===== src/rtl/sram_req_arbiter_pkg.sv =====
// Shared owner codes, arbiter state encodings and memory size codes for the
// sram-like request arbiter.
package sram_req_arbiter_pkg;

  localparam logic OWNER_INST = 1'b0;
  localparam logic OWNER_DATA = 1'b1;

  typedef enum logic [1:0] {
    ARB_IDLE   = 2'd0,
    ARB_HOLD_I = 2'd1,
    ARB_HOLD_D = 2'd2
  } arb_state_e;

  localparam logic [1:0] MEM_SIZE_BYTE = 2'd0;
  localparam logic [1:0] MEM_SIZE_HALF = 2'd1;
  localparam logic [1:0] MEM_SIZE_WORD = 2'd2;

endpackage


===== src/rtl/sram_req_arbiter_arb_id_fifo.sv =====
// In-order owner queue: one {discard, owner} entry per accepted address phase,
// popped as responses come back in request order.
module arb_id_fifo
  import sram_req_arbiter_pkg::*;
#(
  parameter int DEPTH = 4
) (
  input  logic clk,
  input  logic reset,
  input  logic push,
  input  logic push_owner,
  input  logic push_discard,
  input  logic pop,
  input  logic clear_inst_discard,
  output logic head_owner,
  output logic head_discard,
  output logic full,
  output logic empty
);

  localparam int PTR_W = $clog2(DEPTH);
  localparam logic [PTR_W:0] FULL_CNT = (PTR_W + 1)'(DEPTH);

  logic [DEPTH-1:0] owner_q;
  logic [DEPTH-1:0] discard_q;
  logic [PTR_W-1:0] wr_ptr;
  logic [PTR_W-1:0] rd_ptr;
  logic [PTR_W:0]   count;

  always_ff @(posedge clk) begin
    if (reset) begin
      owner_q   <= '0;
      discard_q <= '0;
      wr_ptr    <= '0;
      rd_ptr    <= '0;
      count     <= '0;
    end else begin
      // Marking free slots too is harmless: a push overwrites both fields.
      if (clear_inst_discard) discard_q <= discard_q | ~owner_q;
      if (push) begin
        owner_q[wr_ptr]   <= push_owner;
        discard_q[wr_ptr] <= push_discard;
        wr_ptr            <= wr_ptr + 1'b1;
      end
      if (pop) rd_ptr <= rd_ptr + 1'b1;
      case ({push, pop})
        2'b10:   count <= count + 1'b1;
        2'b01:   count <= count - 1'b1;
        default: count <= count;
      endcase
    end
  end

  assign head_owner   = owner_q[rd_ptr];
  assign head_discard = discard_q[rd_ptr];
  assign full         = (count == FULL_CNT);
  assign empty        = (count == '0);

endmodule


===== src/rtl/sram_req_arbiter.sv =====
// Shares one sram-like port between fetch and data requesters, routing
// responses by an in-order owner queue. ARB_ROUND_ROBIN_EN enables round-robin.
module sram_req_arbiter
  import sram_req_arbiter_pkg::*;
#(
  parameter int OUTSTANDING = 4
) (
  input  logic        clk,
  input  logic        reset,
  input  logic        inst_req,
  input  logic [31:0] inst_addr,
  output logic        inst_addr_ok,
  output logic        inst_data_ok,
  output logic [31:0] inst_rdata,
  input  logic        inst_cancel,
  input  logic        data_req,
  input  logic        data_wr,
  input  logic [1:0]  data_size,
  input  logic [3:0]  data_wstrb,
  input  logic [31:0] data_addr,
  input  logic [31:0] data_wdata,
  output logic        data_addr_ok,
  output logic        data_data_ok,
  output logic [31:0] data_rdata,
  output logic        mem_req,
  output logic        mem_wr,
  output logic [1:0]  mem_size,
  output logic [3:0]  mem_wstrb,
  output logic [31:0] mem_addr,
  output logic [31:0] mem_wdata,
  input  logic        mem_addr_ok,
  input  logic        mem_data_ok,
  input  logic [31:0] mem_rdata,
  output logic [1:0]  arb_state
);

  // Handshake: a requester holds req and payload stable until its addr_ok;
  // mem_req/mem_* follow the same rule towards the bridge (held until
  // mem_addr_ok). data_ok is a one-cycle pulse with no back-pressure.

  arb_state_e state_q, state_d;
  logic grant_valid, grant_owner;
  logic push, pop;
  logic head_owner, head_discard, fifo_full, fifo_empty;

`ifdef ARB_ROUND_ROBIN_EN
  logic last_grant;
  always_ff @(posedge clk) begin
    if (reset)     last_grant <= OWNER_INST;
    else if (push) last_grant <= grant_owner;
  end
`endif

  always_ff @(posedge clk) begin
    if (reset) state_q <= ARB_IDLE;
    else       state_q <= state_d;
  end

  always_comb begin
    state_d = state_q;
    case (state_q)
      ARB_IDLE:
        if (grant_valid && !mem_addr_ok)
          state_d = (grant_owner == OWNER_DATA) ? ARB_HOLD_D : ARB_HOLD_I;
      ARB_HOLD_I, ARB_HOLD_D:
        if (mem_addr_ok) state_d = ARB_IDLE;
      default: state_d = ARB_IDLE;
    endcase
  end

  always_comb begin
    grant_valid = 1'b0;
    grant_owner = OWNER_INST;
    case (state_q)
      ARB_IDLE:
        if (!reset && !fifo_full) begin
          if (data_req && inst_req) begin
            grant_valid = 1'b1;
`ifdef ARB_ROUND_ROBIN_EN
            grant_owner = (last_grant == OWNER_INST) ? OWNER_DATA : OWNER_INST;
`else
            grant_owner = OWNER_DATA;
`endif
          end else if (data_req) begin
            grant_valid = 1'b1;
            grant_owner = OWNER_DATA;
          end else if (inst_req) begin
            grant_valid = 1'b1;
            grant_owner = OWNER_INST;
          end
        end
      ARB_HOLD_I: begin
        grant_valid = !reset;
        grant_owner = OWNER_INST;
      end
      ARB_HOLD_D: begin
        grant_valid = !reset;
        grant_owner = OWNER_DATA;
      end
      default: grant_valid = 1'b0;
    endcase

    mem_req   = grant_valid;
    mem_wr    = 1'b0;
    mem_size  = 2'd0;
    mem_wstrb = 4'd0;
    mem_addr  = 32'd0;
    mem_wdata = 32'd0;
    if (grant_valid && grant_owner == OWNER_DATA) begin
      mem_wr    = data_wr;
      mem_size  = data_size;
      mem_wstrb = data_wstrb;
      mem_addr  = data_addr;
      mem_wdata = data_wdata;
    end else if (grant_valid) begin
      mem_size  = MEM_SIZE_WORD;
      mem_addr  = inst_addr;
    end
  end

  assign push         = mem_req && mem_addr_ok;
  assign pop          = mem_data_ok && !fifo_empty && !reset;
  assign inst_addr_ok = push && (grant_owner == OWNER_INST);
  assign data_addr_ok = push && (grant_owner == OWNER_DATA);
  assign inst_data_ok = pop && (head_owner == OWNER_INST) && !head_discard;
  assign data_data_ok = pop && (head_owner == OWNER_DATA);
  assign inst_rdata   = mem_rdata;
  assign data_rdata   = mem_rdata;
  assign arb_state    = state_q;

  arb_id_fifo #(.DEPTH(OUTSTANDING)) u_id_fifo (
    .clk                (clk),
    .reset              (reset),
    .push               (push),
    .push_owner         (grant_owner),
    .push_discard       (inst_cancel && (grant_owner == OWNER_INST)),
    .pop                (pop),
    .clear_inst_discard (inst_cancel),
    .head_owner         (head_owner),
    .head_discard       (head_discard),
    .full               (fifo_full),
    .empty              (fifo_empty)
  );

`ifndef SYNTHESIS
  // A response with nothing outstanding is a bridge protocol error; it is ignored.
  always_ff @(posedge clk) begin
    if (!reset && mem_data_ok) assert (!fifo_empty);
  end
`endif

endmodule


===== config.mk =====
export PLATFORM = sky130hd
export DESIGN_NAME = sram_req_arbiter
export DESIGN_NICKNAME = d
export VERILOG_FILES = /design/src/rtl/sram_req_arbiter_pkg.sv /design/src/rtl/sram_req_arbiter_arb_id_fifo.sv /design/src/rtl/sram_req_arbiter.sv
export SDC_FILE = /design/constraint.sdc
export NUM_CORES = 1
export LEC_CHECK = 0
export BUFFER_PORTS_ARGS = -buffer_cell sky130_fd_sc_hd__buf_2
export CAP_MARGIN = 20
export CORE_AREA = 2 2 109 111
export CTS_BUF_LIST = sky130_fd_sc_hd__clkbuf_2
export CTS_CLUSTER_SIZE = 10
export DETAILED_ROUTE_END_ITERATION = 6
export DIE_AREA = 0 0 111 113
export PLACE_DENSITY_LB_ADDON = 0.08
export REMOVE_ABC_BUFFERS = 1
export SLEW_MARGIN = 20
export SYNTH_ARGS = -nofsm -noshare
export SYNTH_HDL_FRONTEND = slang
export SYNTH_HIERARCHICAL = 1
export SYNTH_SLANG_ARGS = --single-unit

===== constraint.sdc =====
create_clock -name clk -period 3.85 [get_ports clk]
set_input_delay 0.385 -clock clk [delete_from_list [all_inputs] [get_ports clk]]
set_output_delay 0.385 -clock clk [all_outputs]
set_load 0.01 [all_outputs]

==> results.sh, run 1 <==
export IMPL_run_status="finished, final reports clean"
export IMPL_setup_tns_ps=0
export IMPL_grt_max_degree=56
export IMPL_vias_per_cell=4.96
export IMPL_dieWidth_um=111
export IMPL_final_min_clock_period_ps=2920
export IMPL_r2r_setup_slack_ps=1040
export IMPL_synthCells=354
export IMPL_dp_hpwl_um=10200
export IMPL_drtIter0Drc=285
export IMPL_placed_cell_area_sq_mm=0.00324
export IMPL_num_vias=2960
export IMPL_syn_area_sq_mm=0.00275
export IMPL_rows=39
export IMPL_dieArea_sq_mm=0.0125
export IMPL_wl_um=12900
export IMPL_ys_top_cells_by_area="buf_4 (18%), dfxtp_1 (12%), nor4b_2 (11%), a211oi_1 (9.8%), nand3_1 (6.6%)"
export IMPL_ys_ff_latch=17
export IMPL_synth_cell_type_count=39
export IMPL_synth_edf_count=0
export IMPL_ioPinCount=284
export IMPL_root_buffer="clkbuf_2"
export IMPL_rsz0062_at_grt="false"
export IMPL_cap_violations=0
export IMPL_gp_congestion=0.813
export IMPL_hold_viol_final=0
export IMPL_regToRegStartpoint="arb_state[0]$_SDFFE_PP0P_"
export IMPL_r2r_cells=13
export IMPL_seq_area_sq_um=340
export IMPL_hold_start="reset"
export IMPL_clock_sink_count=17
export IMPL_start_util_pct=24.4
export IMPL_cts_buffers=3
export IMPL_dp_cells=591
export IMPL_r2r_end="u_id_fifo/count[2]$_SDFFE_PP0P_"
export IMPL_whs_endpoint="u_id_fifo/wr_ptr[0]$_SDFFE_PP0P_"
export IMPL_ant_nets=0
export IMPL_post_route_period_util_pct=75.9
export IMPL_routedWlPerCell_um=21.7
export IMPL_fin_skew_ps=21.9
export IMPL_yosysSeqAreaShare_pct=12.4
export IMPL_cp_max_fo=34
export IMPL_area_growth_pct=19.4
export IMPL_synth_top_area_cell="buf_4"
export IMPL_cts_tree="done"
export IMPL_path_clk_slew_ps=180
export IMPL_fp_dieH_um=113
export IMPL_fin_nets=605
export IMPL_synth_top_cells_by_count="buf_4 (65), a211oi_1 (36), nand3_1 (36), o21ai_0 (34), nor4b_2 (20)"
export IMPL_place_ws_ps=833
export IMPL_max_freq_mhz=342
export IMPL_setup_viol=0
export IMPL_fin_area_sq_mm=0.00328
export IMPL_p_per_area_mw_per_mm2=547
export IMPL_cts_buffer_depth=2
export IMPL_startpoint_type="flop"
export IMPL_track_usage_pct=19.3
export IMPL_hold_slack_ps=391
export IMPL_io_buffers=187
export IMPL_antenna_found_initial=0
export IMPL_post_cts_buffers=0
export IMPL_cts_resized=0
export IMPL_cp_data_arrival_time_ps=2540
export IMPL_synth_most_common_cell="buf_4"
export IMPL_slew_violations=0
export IMPL_grt_pass1_vias=2852
export IMPL_syn_area_per_cell_sq_um=7.76
export IMPL_multiInputGateArea_sq_mm=0.00168
export IMPL_cp_startpoint="arb_state[1]$_SDFFE_PP0P_"
export IMPL_p_leak_nw=1.49
export IMPL_slew_headroom_pct=32.6
export IMPL_vdd_ir_drop_max_v=0.000269
export IMPL_whs_path_depth=2
export IMPL_synth_main_ff_cell="dfxtp_1"
export IMPL_crit_required_ps=3460
export IMPL_htreeDepth=1
export IMPL_synth_top_area_share_pct=17.8
export IMPL_criticalPathCategory="reg2out"
export IMPL_cts_hold_buf=0
export IMPL_end_kind="output pin"
export IMPL_clock_latency_ps=300
export IMPL_hold_class="in2reg"
export IMPL_ys_warn_count=6
export IMPL_finalPower_mw=1.80
export IMPL_overflow=0
export IMPL_setup_ws_ps=927
export IMPL_fillers=1262
export IMPL_tightest_slew_ps=1000
export IMPL_drt_pass1_iterations=5
export IMPL_async_reset_ff_share_pct=0
export IMPL_fin_cells=597
export IMPL_fin_util_pct=29.1
export IMPL_core_sq_mm=0.0113
export IMPL_drive_gt1_share_pct=50.6
export IMPL_grt_pass1_wl_um=18600
export IMPL_drcViolationCount=0
[flip-flops by register name, summed over array words and instances (netlist names)]
name / flops
u_id_fifo/count: 3
u_id_fifo/wr_ptr: 2
u_id_fifo/owner_q: 4
arb_state: 2
u_id_fifo/discard_q: 4
u_id_fifo/rd_ptr: 2
[power by group]
group | internal, mW | switching [mW] | leakage (nW)
combinational | 0.530 | 0.951 | 1.33
clock | 0.0235 | 0.0565 | 0.0164
sequential | 0.206 | 0.0281 | 0.139
total | 0.760 | 1.04 | 1.49
[routing by layer]
| layer | track usage (%) | wire [um] |
|---|---|---|
| met5 | 5.10 | 54 |
| met1 | 23.1 | 5130 |
| met4 | 4.75 | 255 |
| met2 | 29.4 | 5790 |
| met3 | 11.4 | 1710 |
[final cells by class]
cell class	count	area share [%]
clock inverters	1	0.152
clock buffers	3	0.457
repair buffers	195	30.7
diodes	1	0.0762
inverters	14	1.60
flip-flops and latches	17	10.4
multi-input cells	223	51.2
well taps	143	5.45
[critical path: stages (launching register included)]
cell and delay (ps):
dfxtp_1 420, ha_1 340, clkinv_1 850, a21oi_1 390
nor3_1 60, buf_2 180
[worst max path at each step]
stage	end	cells after the start
floorplan	u_id_fifo/count[2]$_SDFFE_PP0P_	11
finish	mem_size[1]	5
CTS	inst_addr_ok	7
global placement	inst_addr_ok	7
detailed placement	inst_addr_ok	7
global route	mem_size[1]	6
[cells in the final DEF, fill, tap and decap left out, types with 11 or more instances in the layout]
| master | count |
|---|---|
| a211oi_1 | 36 |
| a21oi_1 | 11 |
| buf_2 | 187 |
| dfxtp_1 | 17 |
| inv_1 | 13 |
| nand3_1 | 36 |
| nor2_1 | 15 |
| nor4b_1 | 18 |
| nor4b_2 | 20 |
| o21ai_0 | 34 |
[logic make-up after synthesis]
| group | share of synthesized area (%) |
|---|---|
| compound gates | 19.4 |
| simple gates | 32.7 |
| buf+inv | 26.8 |
| flops | 12.4 |
| xor+xnor | 1.59 |
| mux | 2.73 |
| fa+ha+maj | 4.37 |
Power figures use the tool's default switching activity.
==> run 2, diff against run 1 <==
clock period = 3 ns   (was 3.85 ns; I/O delays follow)
==> run 2 against run 1 <==
Compared with the run above:
- total power rose by 32%
- sequential power up 29%
- critical path depth rose by 3
- non-clock buffer count increased by 2
- hold slack worse by 35 ps
- global-route usage rose by 0.37 points
- register-to-register slack got worse by 480 ps
- flip-flop and latch count stayed put
- combinational power up 32%
- clock-buffer cell count rose by 1
- critical path type unchanged
- critical endpoint is now mem_wdata[0]
- largest cell class unchanged
==> results.sh, run 2 (synthesized netlist as in run 1, its figures left out) <==
export IMPL_cts_buffer_depth=2
export IMPL_core_sq_mm=0.0113
export IMPL_setup_viol=0
export IMPL_num_antenna_cells=0
export IMPL_max_freq_mhz=367
export IMPL_ioPinCount=284
export IMPL_fin_skew_ps=4.70
export IMPL_io_buffers=187
export IMPL_cap_violations=0
export IMPL_post_route_period_util_pct=90.8
export IMPL_drtIter0Drc=345
export IMPL_gp_congestion=0.816
export IMPL_drcViolationCount=0
export IMPL_cts_tree="done"
export IMPL_clock_latency_ps=290
export IMPL_path_clk_slew_ps=160
export IMPL_cts_buffers=3
export IMPL_crit_required_ps=2700
export IMPL_dieArea_sq_mm=0.0125
export IMPL_drt_pass1_iterations=4
export IMPL_ant_nets=0
export IMPL_hold_class="in2reg"
export IMPL_drive_gt1_share_pct=50.8
export IMPL_clock_sink_count=17
export IMPL_track_usage_pct=19.7
export IMPL_layout_cells_most_common="buf_2"
export IMPL_slew_violations=0
export IMPL_final_min_clock_period_ps=2720
export IMPL_fin_cells=598
export IMPL_cp_data_arrival_time_ps=2420
export IMPL_dp_hpwl_um=10300
export IMPL_hold_slack_ps=356
export IMPL_rows=39
export IMPL_startpoint_type="flop"
export IMPL_root_buffer="clkbuf_2"
export IMPL_r2r_setup_slack_ps=560
export IMPL_grt_max_degree=53
export IMPL_dieWidth_um=111
export IMPL_r2r_cells=12
export IMPL_whs_path_depth=2
export IMPL_grt_pass1_wl_um=19200
export IMPL_routedWlPerCell_um=21.9
export IMPL_p_per_area_mw_per_mm2=712
export IMPL_antenna_found_initial=1
export IMPL_rsz0062_at_grt="false"
export IMPL_fp_dieH_um=113
export IMPL_regToRegStartpoint="arb_state[0]$_SDFFE_PP0P_"
export IMPL_whs_endpoint="u_id_fifo/wr_ptr[0]$_SDFFE_PP0P_"
export IMPL_criticalPathCategory="reg2out"
export IMPL_slew_headroom_pct=37.6
export IMPL_fillers=1252
export IMPL_fin_nets=607
export IMPL_reg_top3="u_id_fifo/discard_q: 4 flops, u_id_fifo/owner_q: 4 flops, u_id_fifo/count: 3 flops"
export IMPL_hold_viol_final=0
export IMPL_end_kind="output pin"
export IMPL_num_vias=3018
export IMPL_dp_cells=594
export IMPL_wl_um=13100
export IMPL_p_leak_nw=1.51
export IMPL_grt_pass1_vias=2978
export IMPL_vdd_ir_drop_max_v=0.000445
export IMPL_cp_max_fo=52
export IMPL_overflow=0
export IMPL_start_util_pct=24.4
export IMPL_htreeDepth=1
export IMPL_vias_per_cell=5.05
export IMPL_area_growth_pct=20.9
export IMPL_tightest_slew_ps=936
export IMPL_r2r_end="u_id_fifo/count[2]$_SDFFE_PP0P_"
export IMPL_final_cell_mix="buf_2 (187), nand3_1 (36), a211oi_1 (36)"
export IMPL_run_status="finished, final reports clean"
export IMPL_hold_start="reset"
## run 2: cell types whose count changed in the layout (fill, tap and decap cells not counted), sizes merged
cell	change
clkinv	-1
buf	+2
clkbuf	+1
diode	-1
## run 2: report_power, final
group / leakage, nW / switching, mW / internal [mW]
Sequential: 0.139 / 0.0378 / 0.265
Clock: 0.0166 / 0.0691 / 0.0353
Combinational: 1.36 / 1.24 / 0.716
## run 2: worst max-delay path by stage
stage                                          from                              end  slack [ps]
CTS                       arb_state[0]$_SDFFE_PP0P_                     mem_wdata[3]          70
global placement          arb_state[0]$_SDFFE_PP0P_                     mem_wdata[0]         500
floorplan                 arb_state[0]$_SDFFE_PP0P_  u_id_fifo/count[2]$_SDFFE_PP0P_        -650
detailed placement        arb_state[0]$_SDFFE_PP0P_                     mem_wdata[3]         440
global route        u_id_fifo/count[1]$_SDFFE_PP0P_                     mem_wdata[3]          40
finish                    arb_state[0]$_SDFFE_PP0P_                     mem_wdata[0]         280
## run 2: final cells by class
cell class | count | area, sq um | area share [%]
clock buffer | 4 | 20.0 | 0.603
inverter | 14 | 52.6 | 1.58
multi-input combinational | 223 | 1680 | 50.5
sequential | 17 | 340 | 10.2
tap | 143 | 179 | 5.39
timing repair buffer | 197 | 1050 | 31.7
## run 2: repair_timing
item | CTS | global route
buffers inserted | 0 | 0
gates resized for setup | 0 | 1
hold buffers | 0 | 0
endpoints found under the setup margin | 0 | 23
## run 2: worst max-delay path, cell delays in order, from the launching register on
cell	delay, ps
dfxtp_1	410
inv_1	80
ha_1	290
nand2b_2	140
o21ba_4	160
buf_6	380
buf_4	390
nor4b_1	90
buf_2	180
## run 2: metrics by stage
stage	total power [mW]	worst slack, ps	instance area [sq um]	setup TNS (ps)	utilization [%]
2_1_floorplan	1.47	-654	2060	-1070	-
3_3_place_gp	2.27	498	3300	0	29.2
3_5_place_dp	2.28	444	3300	0	29.2
4_1_cts	2.40	71.0	3320	0	29.4
5_1_grt	2.59	37.4	3320	0	29.5
6_report	2.37	276	3320	0	29.5
## run 2: routing by layer
layer	global-route usage, %	up-vias	wire length (um)
met2	32.6	186	5970
met4	3.75	4	289
met1	22.4	1395	5200
met5	5.10	-	68
met3	10.8	14	1590
li1	-	1419	-
==> run 3, diff against run 2 <==
CORE_AREA = 2 2 112 114   (was 2 2 109 111)
CTS_CLUSTER_SIZE = unset   (was 10)
DIE_AREA = 0 0 114 116   (was 0 0 111 113)
SYNTH_HIERARCHICAL = unset   (was 1)
==> run 3 against run 2 <==
Compared with the run above:
- hold slack gained 23 ps
- core utilization shrank 6.1 points
- synthesized cell count decreased by 27%
- non-clock buffer count fell by 2
- first-iteration DRC count shrank 59%
- synthesized area fell by 22%
- critical path type unchanged
==> results.sh, run 3 <==
export IMPL_run_status="finished, final reports clean"
export IMPL_tightest_slew_ps=519
export IMPL_synth_fa_ha_area_share_pct=5.62
export IMPL_clock_latency_ps=320
export IMPL_startpoint_type="flop"
export IMPL_drtIter0Drc=141
export IMPL_grt_pass1_wl_um=21800
export IMPL_crit_required_ps=2700
export IMPL_ys_warn_count=0
export IMPL_fin_area_sq_mm=0.00278
export IMPL_synth_top_cells_by_count="buf_4 (67), and2_1 (42), a22o_1 (32), dfxtp_1 (17), nor2_1 (14)"
export IMPL_final_min_clock_period_ps=2800
export IMPL_vias_per_cell=4.49
export IMPL_track_usage_pct=25.3
export IMPL_finalPower_mw=1.18
export IMPL_fp_dieH_um=116
export IMPL_max_freq_mhz=357
export IMPL_overflow=0
export IMPL_fin_nets=532
export IMPL_gp_congestion=0.946
export IMPL_synth_edf_count=0
export IMPL_clock_sink_count=17
export IMPL_yosysSeqAreaShare_pct=15.9
export IMPL_rows=40
export IMPL_ys_ff_latch=17
export IMPL_grt_pass1_vias=2393
export IMPL_area_growth_pct=30.0
export IMPL_layout_cells_most_common="buf_2"
export IMPL_hold_class="in2reg"
export IMPL_ioPinCount=284
export IMPL_synth_top_area_cell="buf_4"
export IMPL_rsz0062_at_grt="false"
export IMPL_dp_hpwl_um=16100
export IMPL_p_per_area_mw_per_mm2=424
export IMPL_place_ws_ps=369
export IMPL_cap_violations=0
export IMPL_async_reset_ff_share_pct=0
export IMPL_setup_viol=0
export IMPL_p_leak_nw=1.54
export IMPL_end_kind="output pin"
export IMPL_fin_skew_ps=3.99
export IMPL_seq_area_sq_um=340
export IMPL_cp_startpoint="arb_state[0]$_SDFFE_PP0P_"
export IMPL_reg_top3="u_id_fifo.discard_q: 4 flops, u_id_fifo.owner_q: 4 flops, u_id_fifo.count: 3 flops"
export IMPL_cts_resized=0
export IMPL_fin_util_pct=23.3
export IMPL_hold_start="reset"
export IMPL_dieArea_sq_mm=0.0132
export IMPL_drt_pass1_iterations=4
export IMPL_cp_data_arrival_time_ps=2500
export IMPL_num_vias=2376
export IMPL_core_sq_mm=0.0119
export IMPL_syn_area_per_cell_sq_um=8.22
export IMPL_synthCells=260
export IMPL_muxShareOfSynthArea_pct=5.15
export IMPL_setup_ws_ps=202
export IMPL_drcViolationCount=0
export IMPL_multiInputGateArea_sq_mm=0.00119
export IMPL_start_util_pct=18.0
export IMPL_grt_max_degree=28
export IMPL_synth_top_area_share_pct=23.5
export IMPL_regToRegStartpoint="arb_state[0]$_SDFFE_PP0P_"
export IMPL_antenna_found_initial=3
export IMPL_post_route_period_util_pct=93.3
export IMPL_fillers=1368
export IMPL_synth_main_ff_cell="dfxtp_1"
export IMPL_final_cell_mix="buf_2 (187), and2_1 (42), a22o_1 (32)"
export IMPL_ant_nets=0
export IMPL_post_cts_buffers=0
export IMPL_slew_headroom_pct=65.3
export IMPL_cp_max_fo=21
export IMPL_cts_hold_buf=0
export IMPL_cts_buffers=3
export IMPL_syn_area_sq_mm=0.00214
export IMPL_whs_path_depth=3
export IMPL_root_buffer="clkbuf_2"
export IMPL_criticalPathCategory="reg2out"
export IMPL_synth_top_family_by_area="buffers and inverters"
export IMPL_htreeDepth=1
export IMPL_ys_top_cells_by_area="buf_4 (24%), dfxtp_1 (16%), a22o_1 (13%), and2_1 (12%), ha_1 (4.7%)"
export IMPL_drive_gt1_share_pct=55.5
export IMPL_synth_most_common_cell="buf_4"
export IMPL_wl_um=17500
export IMPL_slew_violations=0
export IMPL_placed_cell_area_sq_mm=0.00275
export IMPL_setup_tns_ps=0
export IMPL_hold_viol_final=0
export IMPL_synth_simple_area_share_pct=20.9
export IMPL_cts_tree="done"
export IMPL_synth_compound_area_share_pct=21.8
export IMPL_dieWidth_um=114
export IMPL_io_buffers=187
export IMPL_path_clk_slew_ps=190
export IMPL_routedWlPerCell_um=33.1
export IMPL_synth_cell_type_count=38
export IMPL_r2r_cells=10
export IMPL_vdd_ir_drop_max_v=0.000139
export IMPL_synth_xor_xnor_area_share_pct=1.64
export IMPL_cts_buffer_depth=2
[run 3: cell types whose count changed after synthesis, sizes merged, moves of 11 or more]
cell	before	now
nand3	36	5
and2	1	42
a211oi	36	2
a22o	0	32
nor4b	38	0
clkbuf	16	5
o21ai	34	4
[run 3: worst max-delay path, cell delays in order (launching register included)]
cell and delay, ps:
dfxtp_1 420, inv_1 80, ha_1 240, nor2b_2 190, a31oi_4 350, and3_1 260, buf_4 280, a22o_1 210
buf_2 140
[run 3: area by class of cell]
type | count | area share, %
multi-input combinational | 155 | 42.8
timing repair buffer | 195 | 36.3
sequential | 17 | 12.2
tap | 147 | 6.62
inverter | 9 | 1.22
clock buffer | 3 | 0.540
clock inverter | 1 | 0.180
antenna | 2 | 0.180
[run 3: cells by family after synthesis]
group	Yosys count
flip-flops	17
XOR/XNOR	4
multiplexers	8
AND/OR/NAND/NOR	77
buffers and inverters	88
AO/OA/AOI/OAI	57
adder cells (fa/ha/maj)	9
[run 3: worst paths after layout]
kind / endpoint / slack [ps]
max: mem_addr[8] / 200
min reg2reg: u_id_fifo.owner_q[2]$_SDFFE_PP0P_ / 510
max reg2reg: u_id_fifo.count[2]$_SDFFE_PP0P_ / 410
min: u_id_fifo.wr_ptr[0]$_SDFFE_PP0P_ / 380
[run 3: layer usage]
layer  GRT usage [%]  part of all wire [%]  vias to the layer above
met2            37.3                    42                      234
li1                -                     -                     1074
met3            21.8                    18                       18
met1            27.0                    36                     1046
met5            2.22                  0.19                        -
met4            7.24                   3.1                        4
[run 3: power by group]
group	switching [mW]	internal (mW)	total [mW]	leakage, nW
Sequential	0.0346	0.257	0.292	0.139
Clock	0.0851	0.0302	0.115	0.0164
Combinational	0.427	0.346	0.773	1.38
Total	0.547	0.633	1.18	1.54
[run 3: per-stage QoR]
stage / instances / hold WS, ps
5_1_grt: 527 / 323
6_report: 529 / 379
4_1_cts: 527 / 346
2_1_floorplan: 181 / 369
3_5_place_dp: 523 / 486
3_3_place_gp: 523 / 490
